[src/rtl/bus_responder_if.sv]
// Bus bundle between the 8008 core, the responder and the memory/IO side.
// Parameters must match the responder instance they connect to.
interface bus_responder_if #(
    parameter int WIDTH      = 8,
    parameter int ADDR_WIDTH = 14
);
    logic [2:0]            state;
    logic [WIDTH-1:0]      D_out;
    logic [WIDTH-1:0]      D_in;
    logic                  Ready;
    logic                  mem_req;
    logic                  mem_we;
    logic [ADDR_WIDTH-1:0] mem_addr;
    logic [WIDTH-1:0]      mem_wdata;
    logic [WIDTH-1:0]      mem_rdata;
    logic                  mem_ack;
    logic [4:0]            io_port;
    logic                  io_wr;
    logic [WIDTH-1:0]      io_wdata;
    logic [WIDTH-1:0]      io_rdata;

    modport master (
        output state, D_out, mem_rdata, mem_ack, io_rdata,
        input  D_in, Ready, mem_req, mem_we, mem_addr,
        input  mem_wdata, io_port, io_wr, io_wdata
    );

    modport slave (
        input  state, D_out, mem_rdata, mem_ack, io_rdata,
        output D_in, Ready, mem_req, mem_we, mem_addr,
        output mem_wdata, io_port, io_wr, io_wdata
    );
endinterface

[src/rtl/bus_responder.sv]
// External-side responder for the 8008 multiplexed bus: decodes T1/T2,
// runs memory/IO accesses, posts writes and jams the interrupt opcode.
module bus_responder #(
    parameter int               WIDTH      = 8,
    parameter int               ADDR_WIDTH = 14,
    parameter logic [WIDTH-1:0] INTR_INSTR = 8'h05
) (
    input logic clk,
    input logic rst,
    bus_responder_if.slave bus
);
    localparam logic [2:0] S_T2  = 3'b001;
    localparam logic [2:0] S_T1  = 3'b010;
    localparam logic [2:0] S_T1I = 3'b011;
    localparam logic [2:0] S_T3  = 3'b100;

    localparam logic [1:0] C_PCI = 2'b00;
    localparam logic [1:0] C_PCC = 2'b10;
    localparam logic [1:0] C_PCW = 2'b11;

    typedef enum logic [2:0] {
        IDLE, ADDR, DRAIN, RD_REQ, RDY, WR_CAP
    } fsm_t;

    fsm_t fsm_q, fsm_n;

    logic [WIDTH-1:0]      addr_lo_q, addr_lo_n;
    logic [5:0]            addr_hi_q, addr_hi_n;
    logic [1:0]            cyc_q, cyc_n;
    logic [WIDTH-1:0]      data_q, data_n;
    logic                  wr_pend_q, wr_pend_n;
    logic                  intr_q, intr_n;
    logic                  ready_q, ready_n;
    logic                  req_q, req_n;
    logic                  we_q, we_n;
    logic [ADDR_WIDTH-1:0] addr_q, addr_n;
    logic [WIDTH-1:0]      wdata_q, wdata_n;
    logic [4:0]            port_q, port_n;
    logic                  iowr_q, iowr_n;
    logic [WIDTH-1:0]      iodat_q, iodat_n;

    logic       t1, t2, t3, ack, io_out_q;
    logic [1:0] cyc_in;

    assign t1     = (bus.state == S_T1) || (bus.state == S_T1I);
    assign t2     = bus.state == S_T2;
    assign t3     = bus.state == S_T3;
    assign ack    = req_q && bus.mem_ack;
    assign cyc_in = bus.D_out[7:6];

    assign io_out_q = addr_hi_q[5:4] != 2'b00;

    always_comb begin
        fsm_n     = fsm_q;
        addr_lo_n = addr_lo_q;
        addr_hi_n = addr_hi_q;
        cyc_n     = cyc_q;
        data_n    = data_q;
        wr_pend_n = wr_pend_q;
        intr_n    = intr_q;
        ready_n   = ready_q;
        req_n     = req_q;
        we_n      = we_q;
        addr_n    = addr_q;
        wdata_n   = wdata_q;
        port_n    = port_q;
        iowr_n    = 1'b0;
        iodat_n   = iodat_q;

        if (t2) begin
            addr_hi_n = bus.D_out[5:0];
            cyc_n     = cyc_in;
        end

        // Any ack retires the outstanding request, posted write or orphan read.
        if (ack) begin
            req_n = 1'b0;
            if (we_q) wr_pend_n = 1'b0;
        end

        unique case (fsm_q)
            IDLE: ;
            ADDR: if (t2) begin
                unique case (1'b1)
                    (cyc_in == C_PCI) && intr_q: begin
                        data_n  = INTR_INSTR;
                        ready_n = 1'b1;
                        fsm_n   = RDY;
                    end
                    cyc_in == C_PCC: begin
                        port_n = bus.D_out[5:1];
                        if (bus.D_out[5:4] != 2'b00) begin
                            iowr_n  = 1'b1;
                            iodat_n = addr_lo_q;
                        end else begin
                            data_n = bus.io_rdata;
                        end
                        ready_n = 1'b1;
                        fsm_n   = RDY;
                    end
                    cyc_in == C_PCW: begin
                        ready_n = !req_q;
                        fsm_n   = req_q ? DRAIN : WR_CAP;
                    end
                    default: begin
                        if (req_q) begin
                            fsm_n = DRAIN;
                        end else begin
                            req_n  = 1'b1;
                            we_n   = 1'b0;
                            addr_n = {bus.D_out[5:0], addr_lo_q};
                            fsm_n  = RD_REQ;
                        end
                    end
                endcase
            end
            DRAIN: begin
                if (cyc_q == C_PCW) begin
                    if (!req_q || ack) begin
                        ready_n = 1'b1;
                        fsm_n   = WR_CAP;
                    end
                end else if (!req_q) begin
                    req_n  = 1'b1;
                    we_n   = 1'b0;
                    addr_n = {addr_hi_q, addr_lo_q};
                    fsm_n  = RD_REQ;
                end
            end
            RD_REQ: if (ack) begin
                data_n  = bus.mem_rdata;
                ready_n = 1'b1;
                fsm_n   = RDY;
            end
            RDY: if (t3) fsm_n = IDLE;
            WR_CAP: if (t3) begin
                wdata_n   = bus.D_out;
                addr_n    = {addr_hi_q, addr_lo_q};
                we_n      = 1'b1;
                req_n     = 1'b1;
                wr_pend_n = 1'b1;
                fsm_n     = IDLE;
            end
            default: fsm_n = IDLE;
        endcase

        // A T1 anywhere starts a new cycle; a live read keeps going unseen.
        if (t1) begin
            addr_lo_n = bus.D_out;
            ready_n   = 1'b0;
            intr_n    = bus.state == S_T1I;
            fsm_n     = ADDR;
        end
    end

    always_ff @(posedge clk or posedge rst) begin
        if (rst) begin
            fsm_q     <= IDLE;
            addr_lo_q <= '0;
            addr_hi_q <= '0;
            cyc_q     <= '0;
            data_q    <= '0;
            wr_pend_q <= 1'b0;
            intr_q    <= 1'b0;
            ready_q   <= 1'b0;
            req_q     <= 1'b0;
            we_q      <= 1'b0;
            addr_q    <= '0;
            wdata_q   <= '0;
            port_q    <= '0;
            iowr_q    <= 1'b0;
            iodat_q   <= '0;
        end else begin
            fsm_q     <= fsm_n;
            addr_lo_q <= addr_lo_n;
            addr_hi_q <= addr_hi_n;
            cyc_q     <= cyc_n;
            data_q    <= data_n;
            wr_pend_q <= wr_pend_n;
            intr_q    <= intr_n;
            ready_q   <= ready_n;
            req_q     <= req_n;
            we_q      <= we_n;
            addr_q    <= addr_n;
            wdata_q   <= wdata_n;
            port_q    <= port_n;
            iowr_q    <= iowr_n;
            iodat_q   <= iodat_n;
        end
    end

    assign bus.D_in = (t3 && (cyc_q != C_PCW) && !((cyc_q == C_PCC) && io_out_q))
                    ? data_q : '0;

    assign bus.Ready     = ready_q;
    assign bus.mem_req   = req_q;
    assign bus.mem_we    = we_q;
    assign bus.mem_addr  = addr_q;
    assign bus.mem_wdata = wdata_q;
    assign bus.io_port   = port_q;
    assign bus.io_wr     = iowr_q;
    assign bus.io_wdata  = iodat_q;
endmodule

[src/flat_wrapper.sv]
// flat-port wrapper written by rule: the top's interface ports become plain ports
module bus_responder_flat 
#(
    parameter int               WIDTH      = 8,
    parameter int               ADDR_WIDTH = 14,
    parameter logic [WIDTH-1:0] INTR_INSTR = 8'h05
)
  (clk, rst, bus_state, bus_D_out, bus_mem_rdata, bus_mem_ack, bus_io_rdata, bus_D_in, bus_Ready, bus_mem_req, bus_mem_we, bus_mem_addr, bus_mem_wdata, bus_io_port, bus_io_wr, bus_io_wdata);
  bus_responder_if #(.WIDTH(WIDTH), .ADDR_WIDTH(ADDR_WIDTH)) bus_i ();
  input logic clk;
  input logic rst;
  input wire logic [$bits(bus_i.state)-1:0] bus_state;
  input wire logic [$bits(bus_i.D_out)-1:0] bus_D_out;
  input wire logic [$bits(bus_i.mem_rdata)-1:0] bus_mem_rdata;
  input wire logic [$bits(bus_i.mem_ack)-1:0] bus_mem_ack;
  input wire logic [$bits(bus_i.io_rdata)-1:0] bus_io_rdata;
  output wire logic [$bits(bus_i.D_in)-1:0] bus_D_in;
  output wire logic [$bits(bus_i.Ready)-1:0] bus_Ready;
  output wire logic [$bits(bus_i.mem_req)-1:0] bus_mem_req;
  output wire logic [$bits(bus_i.mem_we)-1:0] bus_mem_we;
  output wire logic [$bits(bus_i.mem_addr)-1:0] bus_mem_addr;
  output wire logic [$bits(bus_i.mem_wdata)-1:0] bus_mem_wdata;
  output wire logic [$bits(bus_i.io_port)-1:0] bus_io_port;
  output wire logic [$bits(bus_i.io_wr)-1:0] bus_io_wr;
  output wire logic [$bits(bus_i.io_wdata)-1:0] bus_io_wdata;
  assign bus_i.state = bus_state;
  assign bus_i.D_out = bus_D_out;
  assign bus_i.mem_rdata = bus_mem_rdata;
  assign bus_i.mem_ack = bus_mem_ack;
  assign bus_i.io_rdata = bus_io_rdata;
  assign bus_D_in = bus_i.D_in;
  assign bus_Ready = bus_i.Ready;
  assign bus_mem_req = bus_i.mem_req;
  assign bus_mem_we = bus_i.mem_we;
  assign bus_mem_addr = bus_i.mem_addr;
  assign bus_mem_wdata = bus_i.mem_wdata;
  assign bus_io_port = bus_i.io_port;
  assign bus_io_wr = bus_i.io_wr;
  assign bus_io_wdata = bus_i.io_wdata;
  bus_responder #(.WIDTH(WIDTH), .ADDR_WIDTH(ADDR_WIDTH), .INTR_INSTR(INTR_INSTR)) u_core (.clk(clk), .rst(rst), .bus(bus_i));
endmodule
[config.mk]
export PLATFORM = sky130hd
export DESIGN_NAME = bus_responder_flat
export DESIGN_NICKNAME = d
export VERILOG_FILES = /design/src/rtl/bus_responder_if.sv /design/src/rtl/bus_responder.sv /design/src/flat_wrapper.sv
export SDC_FILE = /design/constraint.sdc
export NUM_CORES = 1
export LEC_CHECK = 0
export BUFFER_PORTS_ARGS = -buffer_cell sky130_fd_sc_hd__clkbuf_2
export CAP_MARGIN = 40
export CORE_ASPECT_RATIO = 0.6
export CORE_MARGIN = 2
export CORE_UTILIZATION = 45
export DETAILED_ROUTE_END_ITERATION = 7
export GPL_TIMING_DRIVEN = 0
export PLACE_DENSITY = 0.69
export SLEW_MARGIN = 15
export SYNTH_ARGS = -nofsm -noshare
export SYNTH_HDL_FRONTEND = slang
export SYNTH_SLANG_ARGS = --single-unit
[constraint.sdc]
create_clock -name clk -period 5.25 [get_ports clk]
set_input_delay 0.525 -clock clk [delete_from_list [all_inputs] [get_ports clk]]
set_output_delay 0.525 -clock clk [all_outputs]
set_load 0.01 [all_outputs]
# Word level (Yosys, flattened, before mapping)

Cells that the tools add are included.

Input bits: 30
Output and inout bits: 47
Register bits after elaboration: 67
Logic and storage cells: 121

Multiplexer cells: 48
Equality and inequality tests: 32
Reductions and logical operators: 27

Operators with widths:

| cell                                                                     | count |
|---|---|
| 14-bit two-way mux                                                       | 6 |
| 14-bit case mux with 3 select lines                                      | 1 |
| 8-bit two-way mux                                                        | 4 |
| 8-bit case mux with 2 select lines                                       | 2 |
| 3-bit two-way mux                                                        | 8 |
| 1-bit two-way mux                                                        | 21 |
| 3-bit by 1-bit inequality test with 1-bit output (second input constant) | 6 |
| 3-bit case mux with 5 select lines                                       | 1 |
| 3-bit by 2-bit equality test with 1-bit output (second input constant)   | 4 |
| 6-bit AND reduction                                                      | 2 |
| 2-bit inequality test (second input constant)                            | 5 |
| 5-bit AND reduction                                                      | 2 |
| 3-bit equality test (second input constant)                              | 3 |
| 1-bit case mux with 3 select lines                                       | 3 |
| 2-bit equality test (second input constant)                              | 4 |
| 2-bit by 1-bit inequality test with 1-bit output (second input constant) | 4 |
| 7-bit AND reduction                                                      | 1 |
| 3-bit by 1-bit equality test with 1-bit output (second input constant)   | 2 |
| 3-bit case mux with 2 select lines                                       | 1 |
| 2-bit nonzero test                                                       | 3 |
| 1-bit logical AND                                                        | 5 |
| 4-bit by 2-bit inequality test with 1-bit output (second input constant) | 1 |
| 4-bit by 3-bit inequality test with 1-bit output (second input constant) | 1 |
| 4-bit inequality test (second input constant)                            | 1 |
| other kinds (13)                                                         | 16 |

# Logic depth before layout (Yosys ltp)

Depth in word-level cells: 7
Mapped depth: 7

# Least setup slack after synthesis

No wires, ideal clock.

Path type: input port to flip-flop
Start: input port bus_state[1]
End: register u_core.addr_q[0] (netlist: u_core.bus.mem_addr[0])
Slack: 3285 ps
Arrival time: 1840 ps
Stages on the path: 7
Data required time: 5125 ps
Path through: or3b_1 buf_6 nor2_4 o221ai_2 nand2_2 buf_8 mux2_4

Cells in the longest elaborated chain, start to end: 3

RTL lines:

| what                                                                                  | RTL line                                 | source |
|---|---|---|
| start: declaration                                                                    | flat_wrapper.sv:12                       | `input wire logic [$bits(bus_i.state)-1:0] bus_state;` |
| 3-bit equality test or 3-bit by 1-bit equality test with 1-bit output (tied branches) | bus_responder.sv:47, bus_responder.sv:46 |  |
| 2-bit by 1-bit inequality test with 1-bit output (no source line)                     | -                                        |  |
| 7-bit AND reduction (no source line) (*)                                              | -                                        |  |
| end signal: assignment                                                                | bus_responder.sv:184                     | `addr_q <= addr_n;` |
| end: declaration                                                                      | bus_responder.sv:36                      | `logic [ADDR_WIDTH-1:0] addr_q, addr_n;` |

Every way passes the cells marked *; elsewhere a longest branch is shown, timed or not.
A chain may end at the register's enable or synchronous reset.

# Final worst setup path

Start: register u_core.cyc_q[0]
End: output port bus_D_in[2]

Cells in the longest elaborated chain, start to end: 5

RTL lines:

| what                     | RTL line             | source |
|---|---|---|
| start: declaration       | bus_responder.sv:29  | `logic [1:0] cyc_q, cyc_n;` |
| start signal: assignment | bus_responder.sv:177 | `cyc_q <= cyc_n;` |
| 2-bit equality test      | bus_responder.sv:192 | `assign bus.D_in = (t3 && (cyc_q != C_PCW) && !((cyc_q == C_PCC) && io_out_q))` |
| 1-bit logical AND        | bus_responder.sv:192 |  |
| 1-bit zero test          | bus_responder.sv:192 |  |
| 1-bit logical AND (*)    | bus_responder.sv:192 |  |
| 8-bit two-way mux (*)    | bus_responder.sv:193 | `? data_q : '0;` |
| end: declaration         | flat_wrapper.sv:17   | `output wire logic [$bits(bus_i.D_in)-1:0] bus_D_in;` |

Marked as above.

==> insert_results.sql <==
INSERT INTO impl_metrics (metric_group, metric, value, unit) VALUES
('layout', 'final_cell_mix', 'clkbuf_2, dfrtp_1, nand2_1', ''),
('yosys', 'synthesized_net_count', '301', ''),
('hold_path', 'hold_path_class', 'in2async', ''),
('worst_setup_path', 'startpoint_type', 'flip-flop', ''),
('pwr', 'total_switching_power', '0.710', 'mW'),
('layout', 'fin_util', '58.8', '%'),
('cts', 'cts_buffer_count', '9', ''),
('floorplan', 'die_h', '68.8', 'µm'),
('worst_setup_path', 'end_kind', 'output pin', ''),
('cts', 'cts_tree', 'done', ''),
('pwr', 'cellPowerDensity', '549', 'nW/µm²'),
('yosys', 'netlist_area', '3150', 'µm²'),
('floorplan', 'initial_core_util', '46.8', '%'),
('yosys', 'synth_enable_flop_cells', '0', ''),
('grt', 'grt_overflow_total', '0', ''),
('worst_setup_path', 'critical_path.top_delay_family', 'simple AND/OR/NAND/NOR gates', ''),
('grt', 'global_route_wire_length_before_repair', '11800', 'µm'),
('route', 'first_iter_violations', '124', ''),
('floorplan', 'floorplan.core_area', '6730', 'µm²'),
('grt', 'grt_pass1_vias', '2309', ''),
('run', 'max-cap-violations', '0', ''),
('pwr', 'design_power_total', '2.18', 'mW'),
('pwr', 'seq_power_share', '37.6', '%'),
('yosys', 'synth.distinct_cells', '41', ''),
('worst_setup_path', 'cp_max_fo', '8', ''),
('layout', 'commonest_non_fill_non_tap_cell_in_the_layout', 'clkbuf_2', ''),
('floorplan', 'fp.dieArea', '7710', 'µm²'),
('yosys', 'synth-warning-count', '0', ''),
('worst_setup_path', 'regToRegSetupSlack', '3.19', 'ns'),
('pwr', 'clock_power_share', '27.1', '%'),
('worst_setup_path', 'ff2ff_path_depth', '6', ''),
('sta', 'slew_of_the_pin_with_the_lowest_slew_margin', '0.662', 'ns'),
('placement', 'port_buffers', '75', ''),
('cts', 'cts_hold_buffers', '0', ''),
('sta', 'finalCritPeriodShare', '43.7', '%'),
('yosys', 'synthArstFlopShare', '100', '%'),
('route', 'drt_pass1_iterations', '4', ''),
('worst_setup_path', 'buffers_plus_inverters_on_the_worst_setup_path', '1', ''),
('sta', 'finalSetupViolations', '0', ''),
('pwr', 'pwr-share-comb', '35.2', '%'),
('yosys', 'ys_seq_elements', '67', ''),
('sta', 'grt_setup_unrepaired', 'false', ''),
('route', 'final_routed_wirelength', '7240', 'µm'),
('floorplan', 'fp.dieW', '112', 'µm'),
('route', 'detail_route.vias_per_cell', '5.20', ''),
('placement', 'place.detailed.hpwl', '5350', 'µm'),
('cts', 'htree_num_levels', '3', ''),
('worst_setup_path', 'max_stage_delay', '0.43', 'ns'),
('cts', 'cts_root_buffer', 'clkbuf_16', ''),
('route', 'drc', '0', ''),
('yosys', 'synth_ff_type', 'dfrtp_1', ''),
('sta', 'skew_final', '0.00519', 'ns'),
('cts', 'clkSlewWorstSetupHoldPaths', '0.05', 'ns'),
('layout', 'drive_gt1_share', '44.9', '%'),
('sta', 'timing.setup.tns', '0', 'ns'),
('layout', 'diodes', '0', ''),
('cts', 'cts.repair_timing.setup_buffer_count', '0', ''),
('pwr', 'vdd_ir_drop_max', '0.000321', 'V'),
('grt', 'grt_max_degree', '58', ''),
('placement', 'place.detailed.instances', '434', ''),
('route', 'final_antenna_net_count', '0', ''),
('cts', 'clockBufferDepth', '2', ''),
('layout', 'layoutNonFillerInstCount', '450', ''),
('yosys', 'synth-seq-area-share', '53.2', '%'),
('worst_setup_path', 'worstReg2RegEnd', 'u_core.bus.io_wdata[0]', ''),
('sta', 'period_minus_ws_final', '2.30', 'ns'),
('status', 'status', 'completed', ''),
('pwr', 'power.leakage', '1.95', 'nW'),
('worst_setup_path', 'cp.required', '4.72', 'ns'),
('yosys', 'syn-mean-instance-area', '11.6', 'µm²'),
('cts', 'clkLatencyLatePin', '0.33', 'ns');
## synth_stat cells (2+ instances only)
cell type	n	area share, %
dfrtp_1	67	53
nand2_1	42	5.0
mux2_2	39	14
nor2_1	14	1.7
nand3_1	11	1.7
mux2_4	10	4.8
and2_1	8	1.6
buf_2	8	1.3
a31oi_1	7	1.4
inv_1	6	0.71
nand2b_1	5	0.99
nor2b_1	5	0.99
o21ai_0	5	0.79
a21oi_1	4	0.64
o211ai_1	4	0.95
clkbuf_1	3	0.36
nor3b_1	3	0.71
o31ai_1	3	0.71
and3_1	2	0.40
nand3b_1	2	0.48
nor2_4	2	0.71
o21a_1	2	0.48
## cells by family after synthesis
logic type	share of synthesized area, %
mux	19.0
flops	53.2
buf+inv	3.18
simple gates	16.6
compound gates	7.98
## area by class of cell
class	instances	area, µm²
fill	580	2770
sequential	67	1680
multi-input combinational	185	1380
timing repair buffer	76	403
clock buffer	11	243
tap	87	109
buffer	13	77.6
clock inverter	5	52.6
inverter	6	25.0
## state kept, by name, indices dropped and copies added, names as in the netlist
register,count
u_core.bus.mem_we,1
u_core.bus.io_wr,1
u_core.fsm_q,3
u_core.bus.mem_wdata,8
u_core.bus.io_wdata,8
u_core.data_q,8
u_core.addr_lo_q,8
u_core.cyc_q,2
u_core.bus.io_port,5
u_core.bus.Ready,1
u_core.bus.mem_addr,14
u_core.bus.mem_req,1
u_core.addr_hi_q,6
u_core.intr_q,1
## power groups by stage
| stage | logic, mW | registers [mW] | clock network, mW |
|---|---|---|---|
| 6_report | 0.767 | 0.819 | 0.591 |
| 4_1_cts | 0.778 | 0.819 | 0.606 |
| 2_1_floorplan | 0.470 | 0.866 | 0 |
| 3_5_place_dp | 0.773 | 0.827 | 0 |
| 5_1_grt | 0.842 | 0.847 | 0.624 |
| 3_3_place_gp | 0.757 | 0.819 | 0 |
## routing by layer
metal	share of wire, %	GRT usage [%]	up-vias
met5	0	0	-
met4	1.5	7.77	0
met3	7.9	7.52	9
met2	42	29.5	69
met1	49	29.0	1143
li1	-	-	1118
## through the flow
step | instance area [µm²] | setup WS [ns]
CTS | 3960 | 2.97
detailed placement | 3670 | 2.94
finish | 3960 | 2.95
global placement | 3640 | 2.23
global route | 3960 | 2.82
floorplan | 3150 | 3.04
## how the worst max path moves through the flow
stage / startpoint / end / slack, ns / cells after the start
final: u_core.cyc_q[0] / bus_D_in[2] / 2.95 / 4
after global routing: u_core.cyc_q[0] / bus_D_in[5] / 2.82 / 4
after CTS: u_core.cyc_q[0] / bus_D_in[2] / 2.97 / 4
after detailed placement: bus_D_out[7] / u_core.bus.io_wdata[2] / 2.94 / 7
after global placement: rst / u_core.bus.mem_we / 2.23 / 2
after floorplan: rst / u_core.addr_hi_q[0] / 3.04 / 1
Power figures use the tool's default switching activity.
